<file path="src/rtl/merge_layer_4_0_rx_pkg.sv">
// merge_pkg: shared FSM state, counter width and element type for the merge layer
package merge_pkg;
  typedef enum logic [1:0] {IDLE, CAPTURE, MERGE, FINISH} state_t;
  localparam int DEF_DW = 8;
  localparam int DEF_LEN = 2;
  function automatic int cnt_w(input int len);
    return $clog2(len + 1);
  endfunction
  localparam int CNT_W = cnt_w(DEF_LEN);
  typedef logic [DEF_DW-1:0] elem_t;
endpackage

</file>
<file path="src/rtl/merge_layer_4_0_rx_side_buf.sv">
// merge_side_buf: LEN-deep write-once capture buffer with count and combinational read port
module merge_side_buf
  import merge_pkg::*;
#(
  parameter int DW = DEF_DW,
  parameter int LEN = DEF_LEN,
  parameter int CW = CNT_W
) (
  input  logic          clk,
  input  logic          rst,
  input  logic          i_clr,
  input  logic          i_wr,
  input  logic [DW-1:0] i_data,
  input  logic [CW-1:0] i_ptr,
  output logic [DW-1:0] o_data,
  output logic [CW-1:0] o_cnt,
  output logic          o_ovf
);
  localparam int IW = (LEN > 1) ? $clog2(LEN) : 1;
  localparam logic [CW-1:0] FULL = CW'(LEN);
  logic [DW-1:0] r_buf [LEN];
  logic [CW-1:0] r_cnt;
  logic w_full;
  assign w_full = r_cnt == FULL;
  always_ff @(posedge clk) begin
    if (rst || i_clr) begin
      r_cnt <= '0;
      for (int i = 0; i < LEN; i++) r_buf[i] <= '0;
    end else if (i_wr && !w_full) begin
      r_buf[r_cnt[IW-1:0]] <= i_data;
      r_cnt <= r_cnt + CW'(1);
    end
  end
  assign o_data = (i_ptr < FULL) ? r_buf[i_ptr[IW-1:0]] : '0;
  assign o_cnt = r_cnt;
  assign o_ovf = i_wr && w_full;
endmodule

</file>
<file path="src/rtl/merge_layer_4_0_rx.sv">
// merge_layer_4_0_rx: captures two sorted serial streams and emits their ascending merge
module merge_layer_4_0_rx
  import merge_pkg::*;
#(
  parameter int DATA_WIDTH = DEF_DW,
  parameter int LEN = DEF_LEN
) (
  input  logic                  clk,
  input  logic                  rst,
  input  logic                  load,
  input  logic [DATA_WIDTH-1:0] a_data,
  input  logic                  a_update,
  input  logic                  a_done,
  input  logic [DATA_WIDTH-1:0] b_data,
  input  logic                  b_update,
  input  logic                  b_done,
  output logic [DATA_WIDTH-1:0] sorted_data,
  output logic                  update,
  output logic                  done,
  output logic                  overflow
);
  localparam int CW = (LEN == DEF_LEN) ? CNT_W : cnt_w(LEN);
  state_t r_state, w_next;
  logic r_a_fin, r_b_fin, r_ovf, r_upd, r_done;
  logic [DATA_WIDTH-1:0] r_data, w_a_rd, w_b_rd;
  logic [CW-1:0] r_ia, r_ib, w_a_cnt, w_b_cnt;
  logic [CW:0] w_tot, w_pos;
  logic w_clr, w_cap, w_both, w_take_a, w_last, w_emit, w_a_ovf, w_b_ovf;

  merge_side_buf #(.DW(DATA_WIDTH), .LEN(LEN), .CW(CW)) u_a (
    .clk(clk), .rst(rst), .i_clr(w_clr), .i_wr(w_cap && a_update), .i_data(a_data),
    .i_ptr(r_ia), .o_data(w_a_rd), .o_cnt(w_a_cnt), .o_ovf(w_a_ovf)
  );
  merge_side_buf #(.DW(DATA_WIDTH), .LEN(LEN), .CW(CW)) u_b (
    .clk(clk), .rst(rst), .i_clr(w_clr), .i_wr(w_cap && b_update), .i_data(b_data),
    .i_ptr(r_ib), .o_data(w_b_rd), .o_cnt(w_b_cnt), .o_ovf(w_b_ovf)
  );

  // w_pos is the emitted count after this cycle's emission
  always_comb begin
    w_clr = load && (r_state == IDLE || r_state == CAPTURE);
    w_cap = !load && r_state == CAPTURE;
    w_both = (r_a_fin || a_done) && (r_b_fin || b_done);
    w_tot = {1'b0, w_a_cnt} + {1'b0, w_b_cnt};
    w_pos = {1'b0, r_ia} + {1'b0, r_ib} + (CW+1)'(1);
    w_take_a = (r_ia < w_a_cnt) && (r_ib == w_b_cnt || w_a_rd <= w_b_rd);
    w_emit = r_state == MERGE && w_tot != '0;
    w_last = w_tot == '0 || w_pos == w_tot;
    w_next = r_state;
    case (r_state)
      IDLE:    w_next = load ? CAPTURE : IDLE;
      CAPTURE: w_next = load ? CAPTURE : (w_both ? MERGE : CAPTURE);
      MERGE:   w_next = w_last ? FINISH : MERGE;
      default: w_next = IDLE;
    endcase
  end

  always_ff @(posedge clk) begin
    if (rst) begin
      r_state <= IDLE;
      r_a_fin <= 1'b0;
      r_b_fin <= 1'b0;
      r_ovf <= 1'b0;
      r_upd <= 1'b0;
      r_done <= 1'b0;
      r_data <= '0;
      r_ia <= '0;
      r_ib <= '0;
    end else begin
      r_state <= w_next;
      r_a_fin <= !w_clr && (r_a_fin || (w_cap && a_done));
      r_b_fin <= !w_clr && (r_b_fin || (w_cap && b_done));
      r_ovf <= !w_clr && (r_ovf || w_a_ovf || w_b_ovf);
      r_upd <= w_emit;
      r_done <= r_state == FINISH;
      if (w_emit) begin
        r_data <= w_take_a ? w_a_rd : w_b_rd;
        r_ia <= r_ia + CW'(w_take_a);
        r_ib <= r_ib + CW'(!w_take_a);
      end else if (r_state != MERGE) begin
        r_ia <= '0;
        r_ib <= '0;
      end
    end
  end

  assign sorted_data = r_data;
  assign update = r_upd;
  assign done = r_done;
  assign overflow = r_ovf;
endmodule
</file>
<file path="config.mk">
export PLATFORM = sky130hd
export DESIGN_NAME = merge_layer_4_0_rx
export DESIGN_NICKNAME = d
export VERILOG_FILES = /design/src/rtl/merge_layer_4_0_rx_pkg.sv /design/src/rtl/merge_layer_4_0_rx_side_buf.sv /design/src/rtl/merge_layer_4_0_rx.sv
export SDC_FILE = /design/constraint.sdc
export NUM_CORES = 1
export LEC_CHECK = 0
export CORE_AREA = 2 2 76 78
export CTS_BUF_LIST = sky130_fd_sc_hd__clkbuf_8
export DETAILED_ROUTE_END_ITERATION = 16
export DIE_AREA = 0 0 78 80
export PLACE_DENSITY = 0.8
export SYNTH_ARGS = -nofsm -noshare
export SYNTH_HDL_FRONTEND = slang
export SYNTH_SLANG_ARGS = --single-unit
</file>
<file path="constraint.sdc">
create_clock -name clk -period 3.3 [get_ports clk]
set_clock_uncertainty 0.15 [all_clocks]
set_input_delay 0.825 -clock clk [delete_from_list [all_inputs] [get_ports clk]]
set_output_delay 0.825 -clock clk [all_outputs]
set_load 0.05 [all_outputs]
</file>
==> run summary <==
arrival time of the worst setup path: 2940 ps
Layout Nets: 362
GRT Resource Usage Total: 21.2%
layout cells sized above 1: 12.3%
TNS Setup: 0 ps
vias per cell: 5.41
Syn Std Cell Area: 0.00305 mm^2
CP max-delay cell: dfxtp_1
Sw Ratio: 23.5%
slowest cell delay on critical path: 600 ps
final hold slack: 309 ps
most frequent cells in the layout: 33 x clkdlybuf4s50_1, 32 x and2_1, 32 x edfxtp_1
simple-gate portion of the synthesized area: 21.1%
ys async rst share: 0%
met1 Resource Use GR: 27.4%
Slew HR: 67.0%
P_leak: 1.35 nW
die area: 0.00624 mm^2
Yosys warning count: 0
GP Congestion: 0.817
Antenna diodes: 0
register area share after synthesis: 47.8%
Core Box Area: 0.00541 mm^2
Crit path required time: 3400 ps
via count: 2,155
cells along the critical path: mux2i_1 -> nor2_1 -> ha_1 -> nand2_1 -> or2_1 -> o2111a_1 -> o21ai_4 -> inv_2 -> ha_1 -> nand2_1 -> a21oi_1
Port-buffer cells: 33
global route overflow: 0
Post-Synth XOR/XNOR Area: 2.01%
Post-DP HPWL: 4430 um
Tcrit/Tclk final: 86.0%
Net Count, Synth: 321
Avg Inst Size Synth: 10.9 um^2
vias in the first global route: 2,142
Int Power: 1.18 mW
post_cts resized: 0
combinational share of power: 10.0%
outcome: finished clean
Max Slew Vio Count: 0
dpl ws: 526 ps
total power draw: 1.54 mW
Critical Path End Type: register
worst setup margin: 463 ps
dpl cell area: 0.00345 mm^2
clk buf depth: 2
fin area: 0.00363 mm^2
DRT iter0 DRCs: 147
EDFF count, synth: 32
# IOs: 34
wire per inst: 14.5 um
Final Util: 67.1%
register share of total power: 50.9%
fmax: 0.352 GHz
NetSw: 362 uW
Most Crowded Layer GR: met2
initial antenna violation count: 0
num rows: 27
Setup crit start kind: register
#FFs+latches synth: 57
max cap viols: 0
Power Dens Cells: 425 mW/mm^2
clock root cell: clkbuf_8
initial core utilization: 56.5%
Post-CTS Setup Inserts: 0
proportion of synthesized area in mux cells: 5.57%
Die Y: 80 um
largest family of logic cells by synthesized area: simple AND/OR/NAND/NOR gates
critical path class: register to register
Final Instance Count excl. Fillers: 398
ANT nets after route: 0
Worst Max-Slew Pin Slew: 495 ps
Synth Area in Compound Gates: 12.7%
DP Cell Count: 383
distinct cell type count after synthesis: 54
M2 GR Usage: 32.8%
Max VDD drop: 0.375 mV
Hold Crit Class: register to register
Num CTS Buffers: 9
CTS clk-pin slew, worst paths: 60 ps
Pre-antenna DRT Iters: 5
CP max FO: 8
drt drc: 0
Post-synth top flop: edfxtp_1
total length of routed wires: 5780 um
Final min period: 2840 ps
# setup viols final: 0
Buffers & Inverters on Critical Path: 1
first-pass GRT wire length: 10,000 um
Clock Sinks: 57
Final Hold Fails: 0
synthesis-to-layout area growth: 18.8%
Crit path max-delay family: compound AO/OA/AOI/OAI gates
Synth Area in Adders: 7.46%
largest net degree at the start of global routing: 20
CTS tree: built
hold_buf cts: 0
unrepaired setup endpoints after global routing: no
min-delay src: r_state[0]$_SDFF_PP0_
Clock Latency Late Sink: 340 ps
commonest non-fill, non-tap cell in the layout: clkdlybuf4s50_1
H-Tree Depth: 3
clock network power share: 39.1%
routing usage on met3: 6.33%
Post-Synthesis Cells: 281
die width: 78 um
final timing paths:
check	end	slack, ps	cells after the start
worst max-delay path	register	460	11
worst min-delay path	done$_SDFF_PP0_	310	2
worst max register to register	register	460	11
worst min register to register	done$_SDFF_PP0_	310	2
worst min-delay path, cell delays in order (launching register included):
cell,delay (ps)
dfxtp_1,330
nand2_1,60
nor2_1,30
per-layer routing:
metal	wire, um	part of all wire, %
met5	0	0
met1	2700	47
met2	2750	48
met4	77	1.3
met3	246	4.3
Yosys cell counts (3+ instances only):
master | count | share of area [%]
mux2i_1 | 8 | 2.6
nor2_1 | 20 | 2.5
and2_1 | 32 | 6.6
o211ai_1 | 3 | 0.74
inv_1 | 9 | 1.1
buf_2 | 4 | 0.66
a311oi_1 | 6 | 1.7
a21oi_1 | 18 | 2.9
nor3_2 | 5 | 1.6
nand2b_1 | 3 | 0.61
nand3b_1 | 8 | 2.0
nand2_1 | 23 | 2.8
ha_1 | 15 | 6.1
mux2_2 | 8 | 2.9
xnor2_1 | 7 | 2.0
dfxtp_1 | 25 | 16
o21ai_0 | 6 | 0.98
edfxtp_1 | 32 | 31
o21bai_1 | 6 | 1.5
power groups by stage:
stage               combinational [mW]  sequential [mW]  clock, mW
detailed placement               0.153            0.799          0
global route                     0.171            0.786      0.650
floorplan                       0.0953            0.797          0
global placement                 0.149            0.798          0
finish                           0.154            0.783      0.603
CTS                              0.154            0.784      0.616
flip-flops by register name, indices dropped and copies added (netlist names), named ones only:
| name | cells |
|---|---|
| u_a.r_buf | 16 |
| u_b.r_buf | 16 |
| sorted_data | 8 |
| r_ia | 2 |
| r_ib | 2 |
| r_state | 2 |
| u_a.o_cnt | 2 |
| u_b.o_cnt | 2 |
| done | 1 |
| overflow | 1 |
| r_a_fin | 1 |
| r_b_fin | 1 |
| update | 1 |
logic make-up (layout without fill, tap and decap cells):
group,count (synthesis),in the layout
xor+xnor,7,7
mux,16,16
buf+inv,19,64
fa+ha+maj,17,17
compound gates,55,55
simple gates,110,110
flops,57,57
final cells by class:
class	count	area [um^2]
multi-input combinational	205	1490
clock inverter	6	52.6
fill	404	1780
inverter	11	41.3
tap	72	90.1
clock buffer	9	124
sequential	57	1460
timing repair buffer	38	368
Note: power is estimated with default switching activity, not from simulation.
